## src/rtl/risc_pkg.sv

```systemverilog
// Shared types for the data load/store unit: access-size encoding and FSM states.
package risc_pkg;

    typedef enum logic [1:0] {
        BYTE   = 2'b00,
        HALF   = 2'b01,
        WORD   = 2'b10,
        DOUBLE = 2'b11
    } size_e;

    typedef enum logic [2:0] {
        IDLE,
        REQ0,
        WAIT0,
        REQ1,
        WAIT1,
        DONE
    } lsu_state_e;

endpackage

```

## src/rtl/lsu_align.sv

```systemverilog
// Combinational lane logic for data_lsu: byte enables for both beats, store-data
// rotation, read-data merge/rotation and sign/zero extension.
module lsu_align
    import risc_pkg::*;
#(
    parameter int XLEN = 32
) (
    input  logic [XLEN-1:0]   addr,
    input  size_e             size,
    input  logic [XLEN-1:0]   wr_data,
    input  logic [XLEN-1:0]   beat0_data,
    input  logic [XLEN-1:0]   beat1_data,
    input  logic              zero_extnd,
    output logic              misaligned,
    output logic [XLEN/8-1:0] be0,
    output logic [XLEN/8-1:0] be1,
    output logic [XLEN-1:0]   addr0,
    output logic [XLEN-1:0]   addr1,
    output logic [XLEN-1:0]   wdata,
    output logic [XLEN-1:0]   rdata
);
    localparam int NB = XLEN / 8;
    localparam int OW = $clog2(NB);

    logic [OW-1:0]     off;
    logic [OW+2:0]     sh;
    logic [3:0]        nbytes;
    logic [2*NB-1:0]   size_lanes;
    logic [2*NB-1:0]   lanes;
    logic [XLEN-1:0]   lane0_mask;
    logic [XLEN-1:0]   ext_mask;
    logic [XLEN-1:0]   merged;
    logic [XLEN-1:0]   rot;
    logic [2*XLEN-1:0] wrot;
    logic [2*XLEN-1:0] rrot;
    logic              sign;

    assign off   = addr[OW-1:0];
    assign sh    = {off, 3'b000};
    assign addr0 = {addr[XLEN-1:OW], {OW{1'b0}}};
    assign addr1 = addr0 + XLEN'(NB);

    always_comb begin
        case (size)
            BYTE:    nbytes = 4'd1;
            HALF:    nbytes = 4'd2;
            WORD:    nbytes = 4'd4;
            default: nbytes = 4'(NB);   // a double on a 32-bit datapath is a word
        endcase

        size_lanes = '0;
        for (int i = 0; i < 2 * NB; i++) size_lanes[i] = (4'(i) < nbytes);
        // Lanes past the top of beat 0 spill into the low lanes of beat 1.
        lanes      = size_lanes << off;
        be0        = lanes[NB-1:0];
        be1        = lanes[2*NB-1:NB];
        misaligned = |be1;

        wrot  = {wr_data, wr_data} << sh;
        wdata = wrot[2*XLEN-1:XLEN];

        lane0_mask = '0;
        ext_mask   = '0;
        for (int i = 0; i < NB; i++) begin
            lane0_mask[8*i +: 8] = {8{be0[i]}};
            ext_mask[8*i +: 8]   = {8{4'(i) < nbytes}};
        end
        merged = (beat0_data & lane0_mask) | (beat1_data & ~lane0_mask);
        rrot   = {merged, merged} >> sh;
        rot    = rrot[XLEN-1:0];

        sign = 1'b0;
        for (int i = 0; i < NB; i++) if (4'(i + 1) == nbytes) sign = rot[8*i+7];
        rdata = (rot & ext_mask) | ({XLEN{sign & ~zero_extnd}} & ~ext_mask);
    end

endmodule

```

## src/rtl/data_lsu.sv

```systemverilog
// Data load/store unit: one- or two-beat memory access FSM with result register.
// Define MISALIGNED_SPLIT_EN to split misaligned accesses; otherwise they end in error.
module data_lsu
    import risc_pkg::*;
#(
    parameter int XLEN = 32
) (
    input  logic              clk,
    input  logic              reset_n,
    input  logic              data_req_i,
    input  logic [XLEN-1:0]   data_addr_i,
    input  logic [1:0]        data_byte_en_i,
    input  logic              data_wr_i,
    input  logic [XLEN-1:0]   data_wr_data_i,
    input  logic              data_zero_extnd_i,
    output logic              data_done_o,
    output logic              data_err_o,
    output logic              data_busy_o,
    output logic [XLEN-1:0]   data_mem_rd_data_o,
    output logic              data_mem_req_o,
    input  logic              data_mem_gnt_i,
    output logic [XLEN-1:0]   data_mem_addr_o,
    output logic [XLEN/8-1:0] data_mem_be_o,
    output logic              data_mem_wr_o,
    output logic [XLEN-1:0]   data_mem_wr_data_o,
    input  logic              mem_rvalid_i,
    input  logic [XLEN-1:0]   mem_rd_data_i
);
    localparam int NB = XLEN / 8;

    lsu_state_e      state, next_state;
    logic [XLEN-1:0] addr_q, wdata_q, rd_q;
    size_e           size_q;
    logic            wr_q, zext_q, err_q;
    logic [XLEN-1:0] cur_addr, beat0_data, addr0, addr1, wdata_rot, rdata;
    size_e           cur_size;
    logic [NB-1:0]   be0, be1;
    logic            misaligned, acc_err, load_done;

    // While idle the aligner sees the incoming request so misalignment is known at accept.
    assign cur_addr = (state == IDLE) ? data_addr_i : addr_q;
    assign cur_size = (state == IDLE) ? size_e'(data_byte_en_i) : size_q;

`ifdef MISALIGNED_SPLIT_EN
    logic [XLEN-1:0] beat0_q;

    always_ff @(posedge clk or negedge reset_n) begin
        if (!reset_n)                            beat0_q <= '0;
        else if (state == WAIT0 && mem_rvalid_i) beat0_q <= mem_rd_data_i;
    end

    assign beat0_data = (state == WAIT1) ? beat0_q : mem_rd_data_i;
    assign acc_err    = 1'b0;
`else
    assign beat0_data = mem_rd_data_i;
    assign acc_err    = misaligned;
`endif

    lsu_align #(.XLEN(XLEN)) u_align (
        .addr       (cur_addr),
        .size       (cur_size),
        .wr_data    (wdata_q),
        .beat0_data (beat0_data),
        .beat1_data (mem_rd_data_i),
        .zero_extnd (zext_q),
        .misaligned (misaligned),
        .be0        (be0),
        .be1        (be1),
        .addr0      (addr0),
        .addr1      (addr1),
        .wdata      (wdata_rot),
        .rdata      (rdata)
    );

    assign load_done = mem_rvalid_i && !wr_q &&
                       ((state == WAIT1) || (state == WAIT0 && !misaligned));

    always_ff @(posedge clk or negedge reset_n) begin
        if (!reset_n) state <= IDLE;
        else          state <= next_state;
    end

    always_ff @(posedge clk or negedge reset_n) begin
        if (!reset_n) begin
            addr_q  <= '0;
            wdata_q <= '0;
            size_q  <= BYTE;
            wr_q    <= 1'b0;
            zext_q  <= 1'b0;
            err_q   <= 1'b0;
            rd_q    <= '0;
        end else begin
            if (state == IDLE && data_req_i) begin
                addr_q  <= data_addr_i;
                wdata_q <= data_wr_data_i;
                size_q  <= size_e'(data_byte_en_i);
                wr_q    <= data_wr_i;
                zext_q  <= data_zero_extnd_i;
                err_q   <= acc_err;
            end
            if (load_done) rd_q <= rdata;
        end
    end

    always_comb begin
        next_state = state;
        case (state)
            IDLE:  if (data_req_i)     next_state = acc_err ? DONE : REQ0;
            REQ0:  if (data_mem_gnt_i) next_state = WAIT0;
`ifdef MISALIGNED_SPLIT_EN
            WAIT0: if (mem_rvalid_i)   next_state = misaligned ? REQ1 : DONE;
            REQ1:  if (data_mem_gnt_i) next_state = WAIT1;
            WAIT1: if (mem_rvalid_i)   next_state = DONE;
`else
            WAIT0: if (mem_rvalid_i)   next_state = DONE;
`endif
            DONE:                      next_state = IDLE;
            default:                   next_state = IDLE;
        endcase
    end

    always_comb begin
        data_busy_o        = (state != IDLE);
        data_done_o        = (state == DONE);
        data_err_o         = (state == DONE) && err_q;
        data_mem_req_o     = 1'b0;
        data_mem_addr_o    = '0;
        data_mem_be_o      = '0;
        data_mem_wr_o      = 1'b0;
        data_mem_wr_data_o = '0;
        if (state == REQ0 || state == REQ1) begin
            data_mem_req_o     = 1'b1;
            data_mem_addr_o    = (state == REQ1) ? addr1 : addr0;
            data_mem_be_o      = (state == REQ1) ? be1 : be0;
            data_mem_wr_o      = wr_q;
            data_mem_wr_data_o = wdata_rot;
        end
    end

    assign data_mem_rd_data_o = rd_q;

endmodule

```

## config.mk

```make
export PLATFORM = sky130hd
export DESIGN_NAME = data_lsu
export DESIGN_NICKNAME = d
export VERILOG_FILES = /design/src/rtl/risc_pkg.sv /design/src/rtl/lsu_align.sv /design/src/rtl/data_lsu.sv
export SDC_FILE = /design/constraint.sdc
export NUM_CORES = 1
export LEC_CHECK = 0
export CORE_ASPECT_RATIO = 0.5
export CORE_MARGIN = 3
export CORE_UTILIZATION = 35
export CTS_BUF_LIST = sky130_fd_sc_hd__clkbuf_16
export DETAILED_ROUTE_END_ITERATION = 6
export GPL_ROUTABILITY_DRIVEN = 0
export SLEW_MARGIN = 5
export SYNTH_ARGS = -nofsm -noshare
export SYNTH_HDL_FRONTEND = slang
export SYNTH_SLANG_ARGS = --single-unit
export TNS_END_PERCENT = 30
```

## constraint.sdc

```tcl
create_clock -name clk -period 5.05 [get_ports clk]
set_clock_uncertainty 0.1 [all_clocks]
set_input_delay 1.01 -clock clk [delete_from_list [all_inputs] [get_ports clk]]
set_output_delay 1.01 -clock clk [all_outputs]
set_load 0.02 [all_outputs]
```

Word level (Yosys, flattened, before mapping). Cells that the tools add are included.

Input port bits: 105. Register bits after elaboration: 104.

Bitwise logic cells: 10. Equal/unequal tests: 13. Muxes and demuxes: 19. $add $sub $neg: 1. Magnitude comparators: 8. Shift operators: 3. Reductions and logical operators: 14.

Operators with widths (count): $and A32 B32 Y32 (4); $mux W32 (4); $not A32 Y32 (2); $or A32 B32 Y32 (2); $shl A64 B5 Y64 (1); $shr A64 B5 Y32 (1); $add A32 B3 Y32 const B (1); $lt A3 B3 Y1 const A (4); $mux W3 (4); $pmux W3 S3 (1); $mux W4 (2); $shl A8 B2 Y8 (1); $eq A2 B3 Y1 const A (2); $eq A3 B2 Y1 const B (2); $eq A3 B3 Y1 const B (2); $lt A1 B3 Y1 const A (2); $lt A2 B3 Y1 const A (2); $mux W1 (6); $ne A2 B2 Y1 const B (3); $pmux W3 S2 (1); $logic_and A1 B1 Y1 (5); $reduce_or A4 Y1 (1); $eq A1 B3 Y1 const A (1); $eq A3 B1 Y1 const B (1); 11 further kinds (13).

Longest topological paths before layout.
Depth after elaboration: 17. Depth in mapped cells: 14.

By module. A second synthesis with hierarchy kept.

Cells, all modules: 755. Area total of the unflattened synthesis: 8211.6 um^2.

By module, submodules not included: data_lsu (instances 1, cells each 392, seq. area each 2602.5 um^2, area an instance 5129.9 um^2); lsu_align (instances 1, cells each 363, seq. area each 0.0 um^2, area an instance 3081.7 um^2).

Least setup slack after synthesis. OpenSTA, ideal clock, no wires.

Kind: reg-to-output. Start point: register state[1]. End point: output port data_mem_addr_o[24]. Arrival time: 3265 ps. Buffers on the path: 2. Stages on the path, launching flop included: 13. Setup slack: 675 ps. Path through: dfrtp_1 > nor3_4 > inv_2 > buf_2 > buf_1 > nand2_1 > nand2_1 > ha_1 > and4_1 > and3_1 > nand4_4 > or4_1 > a21oi_1.

Cells in the longest elaborated chain, start to end: 5. Elaborated cells between the ends (all ways): 8. Those cells by class: add/sub: 1; eq/ne: 2; mux: 3; reduce/logical: 2.

Ends and longest elaborated chain: from (decl) (line data_lsu.sv:31) `lsu_state_e state, next_state;`; from (signal assigned) (line data_lsu.sv:80) `else state <= next_state;`; $logic_not A3 Y1 (line data_lsu.sv:41) `assign cur_addr = (state == IDLE) ? data_addr_i : addr_q;`; $mux W32 (line data_lsu.sv:41); $add A32 B3 Y32 (line lsu_align.sv:41) `assign addr1 = addr0 + XLEN'(NB);`; $mux W32 (line data_lsu.sv:133) `data_mem_addr_o = (state == REQ1) ? addr1 : addr0;`; $mux W32 (*) (line data_lsu.sv:131) `if (state == REQ0 || state == REQ1) begin`; to (decl) (line data_lsu.sv:22) `output logic [XLEN-1:0] data_mem_addr_o,`.

Mark *: on every way between the ends. The rest lies on a longest branch, timed or not.

Final worst setup path.
Start point: input port data_addr_i[11]. End point: output port data_mem_addr_o[19].

Cells in the longest elaborated chain, start to end: 4.

Ends and longest elaborated chain: from (decl) (line data_lsu.sv:11) `input logic [XLEN-1:0] data_addr_i,`; $mux W32 (line data_lsu.sv:41); $add A32 B3 Y32 (line lsu_align.sv:41); $mux W32 (line data_lsu.sv:133); $mux W32 (line data_lsu.sv:131).

Every way passes these cells.

==> impl_metrics.ini <==
[route]
met2WireLength_um = 10600
drcViolationCount = 0
highest_layer = met4
dr_wl_met3_um = 1140
wl_per_cell_um = 18.2
vias_per_cell = 5.39
first_pass_iters = 5
dr_total_vias = 6695
antenna_left = 0
wl_um = 22600
drtIter0Drc = 484
wl_met1_um = 10300

[worst_setup_path]
cp-end-kind = output pin
worst_ep_required_time_ns = 3.94
rrSetupSlack_ns = 1.77
startpoint_type = input pin
worstPathMaxFanout = 16
worstSetupPathType = input pin to output pin
crit_arrival_ns = 3.83

[timing]
period_minus_slack_ns = 4.94
tightest_slew_ns = 0.834
setup_viol = 0
drv_slew = 0
fin_crit_sh_pct = 97.8
worst_slack_ns = 0.113
hold_viol = 0
rsz0062_at_grt = true
max_freq_mhz = 203
whs_ns = 0.411
slew_headroom_pct = 44.4

[power_and_ir_drop]
pwr_density_cell_nw_per_um2 = 729
seqPwrFrac_pct = 22.7
clkPwrFrac_pct = 9.8
peakVddDrop_uv = 369
p_leak_uw = 0.00413
switching_share_pct = 45.9
combPwrFrac_pct = 67.5
p_sw_uw = 3320
internal-power_uw = 3920

[synth]
ys_async_sr_fraction_pct = 100
synth_mux_area_share_pct = 23.8
ys_seq_area_share_pct = 36.1
syn_inst = 784
synth.area.top_cells = dfrtp_1, mux2_2, mux2i_1, nand2_1, and3_1
synth_fa_ha_area_share_pct = 0.174
netlist.area_leader.share_pct = 36.1
synthesis.area_um2 = 7200
synth-edff-count = 0
yosys.cell_types.count = 62
netlist.top_cell.by_area = dfrtp_1
synth-simple-area-share_pct = 22.5
synth_top_family_by_area = multiplexers
synth_compound_area_share_pct = 12.0
synth_ff_type = dfrtp_1
ys_warn_count = 0
ys_ff_latch = 104
avgSynthCellArea_um2 = 9.18
synth_xor_area_share_pct = 0.973

[final_layout]
final_common_cell = clkdlybuf4s50_1
drive_above_1_share_pct = 16.1
area_growth_pct = 37.8
final_util_pct = 50.1
final_cell_mix = clkdlybuf4s50_1, dfrtp_1, nand2_1
fin_nets = 1077
antenna_cells = 0

[grt]
grt_overflow = 0
track_usage_pct = 20.1
antenna_found_initial = 0
grt_pass1_vias = 6678
grt_pass1_wl_um = 36200
grt_max_degree = 63

[clock_network]
clk_path_buf_depth = 2
cts.sinks = 104
htreeDepth = 3
cts_buffers = 9
clock_latency_ns = 0.35
clock-root-buffer = clkbuf_16
cts_tree = built
clkTransAtPathRegs_ns = 0.07
cts_setup_buffers = 0

[status]
status = complete, no violations

[floorplan]
pin_count = 210
die_area_um2 = 22400
initial_utilization_pct = 36.3
die_y_um = 107
rows = 36
die_w_um = 209
coreArea_um2 = 19800

[hold_path]
hold_path_class = flop to flop

[placement]
port_buffers = 207
dp_hpwl_um = 16600
place_ws_ns = 0.115

[job]
drv_cap = 0
worst paths after layout:
path / cells past startpoint / startpoint / endpoint
max in group asynchronous: 2 / reset_n / wdata_q[28]
min in group asynchronous: 1 / reset_n / addr_q[19]
hold reg to reg: 1 / err_q / err_q
setup reg to reg: 8 / state[2] / data_mem_rd_data_o[24]
hold / removal: 1 / err_q / err_q
setup / recovery: 7 / data_addr_i[11] / data_mem_addr_o[19]
cell type report:
class	count	area (um^2)
multi-input cells	612	4320
repair buffers	238	2350
fillers	1827	9900
flip-flops and latches	104	2600
well taps	266	333
clock inverters	7	70.1
inverters	6	22.5
clock buffers	9	225
cell families (layout without fill, tap and decap cells):
group | Yosys count | in the layout
multiplexers | 151 | 151
adder cells (fa/ha/maj) | 1 | 1
AO/OA/AOI/OAI | 136 | 136
other | 1 | 2
XOR/XNOR | 8 | 8
flip-flops | 104 | 104
AND/OR/NAND/NOR | 314 | 314
buffers and inverters | 69 | 260
synthesized netlist by cell type (4+ instances only):
cell	instances
o31ai_1	11
mux4_2	6
nor3_1	13
inv_1	4
dfrtp_1	104
a31oi_1	8
buf_2	16
and2_1	17
o22a_1	14
or3_1	7
mux2_2	86
clkbuf_1	35
nand3_1	51
buf_4	7
and3_1	43
o21ai_0	28
nand4_1	5
or4_1	7
nand2_1	90
a21oi_1	52
nor4_1	4
nor2_1	54
xnor2_1	5
mux2i_1	57
sequential cells by signal (all words and copies together), names as in the netlist:
signal / count
wdata_q: 32
addr_q: 32
data_mem_rd_data_o: 32
size_q: 2
state: 3
wr_q: 1
err_q: 1
zext_q: 1
metal layers:
metal / track usage (%) / up-vias
met3: 4.77 / 41
met2: 32.8 / 200
li1: - / 3233
met5: 0 / -
met1: 26.9 / 3221
met4: 5.73 / 0
power by group through the flow:
| stage | Clock [uW] | Sequential (uW) | Combinational [uW] |
|---|---|---|---|
| finish | 707 | 1650 | 4880 |
| global placement | 0 | 1650 | 4850 |
| global route | 763 | 1720 | 5320 |
| CTS | 739 | 1650 | 4920 |
| detailed placement | 0 | 1660 | 4900 |
| floorplan | 0 | 1690 | 3050 |
critical path: stages:
cell             delay [ns]
clkdlybuf4s50_1        0.49
or4b_4                 0.49
a22oi_4                0.24
nand4_4                0.26
or4_1                  0.55
a21oi_1                0.16
clkdlybuf4s50_1        0.62
repair_timing:
item                                    4_1_cts  5_1_grt
endpoints found under the setup margin        0        7
resized for setup                             0        6
hold buffers                                  0        0
hold endpoints to repair                      0        0
metrics by stage:
stage          instances  setup TNS, ns  power, uW  area, um^2
2_1_floorplan        785              0       4740        7200
3_3_place_gp        1226              0       6500        9610
3_5_place_dp        1226              0       6560        9610
4_1_cts             1242              0       7310        9910
5_1_grt             1242        -0.0218       7800        9920
6_report            1242              0       7230        9920
Power figures use the tool's default switching activity.
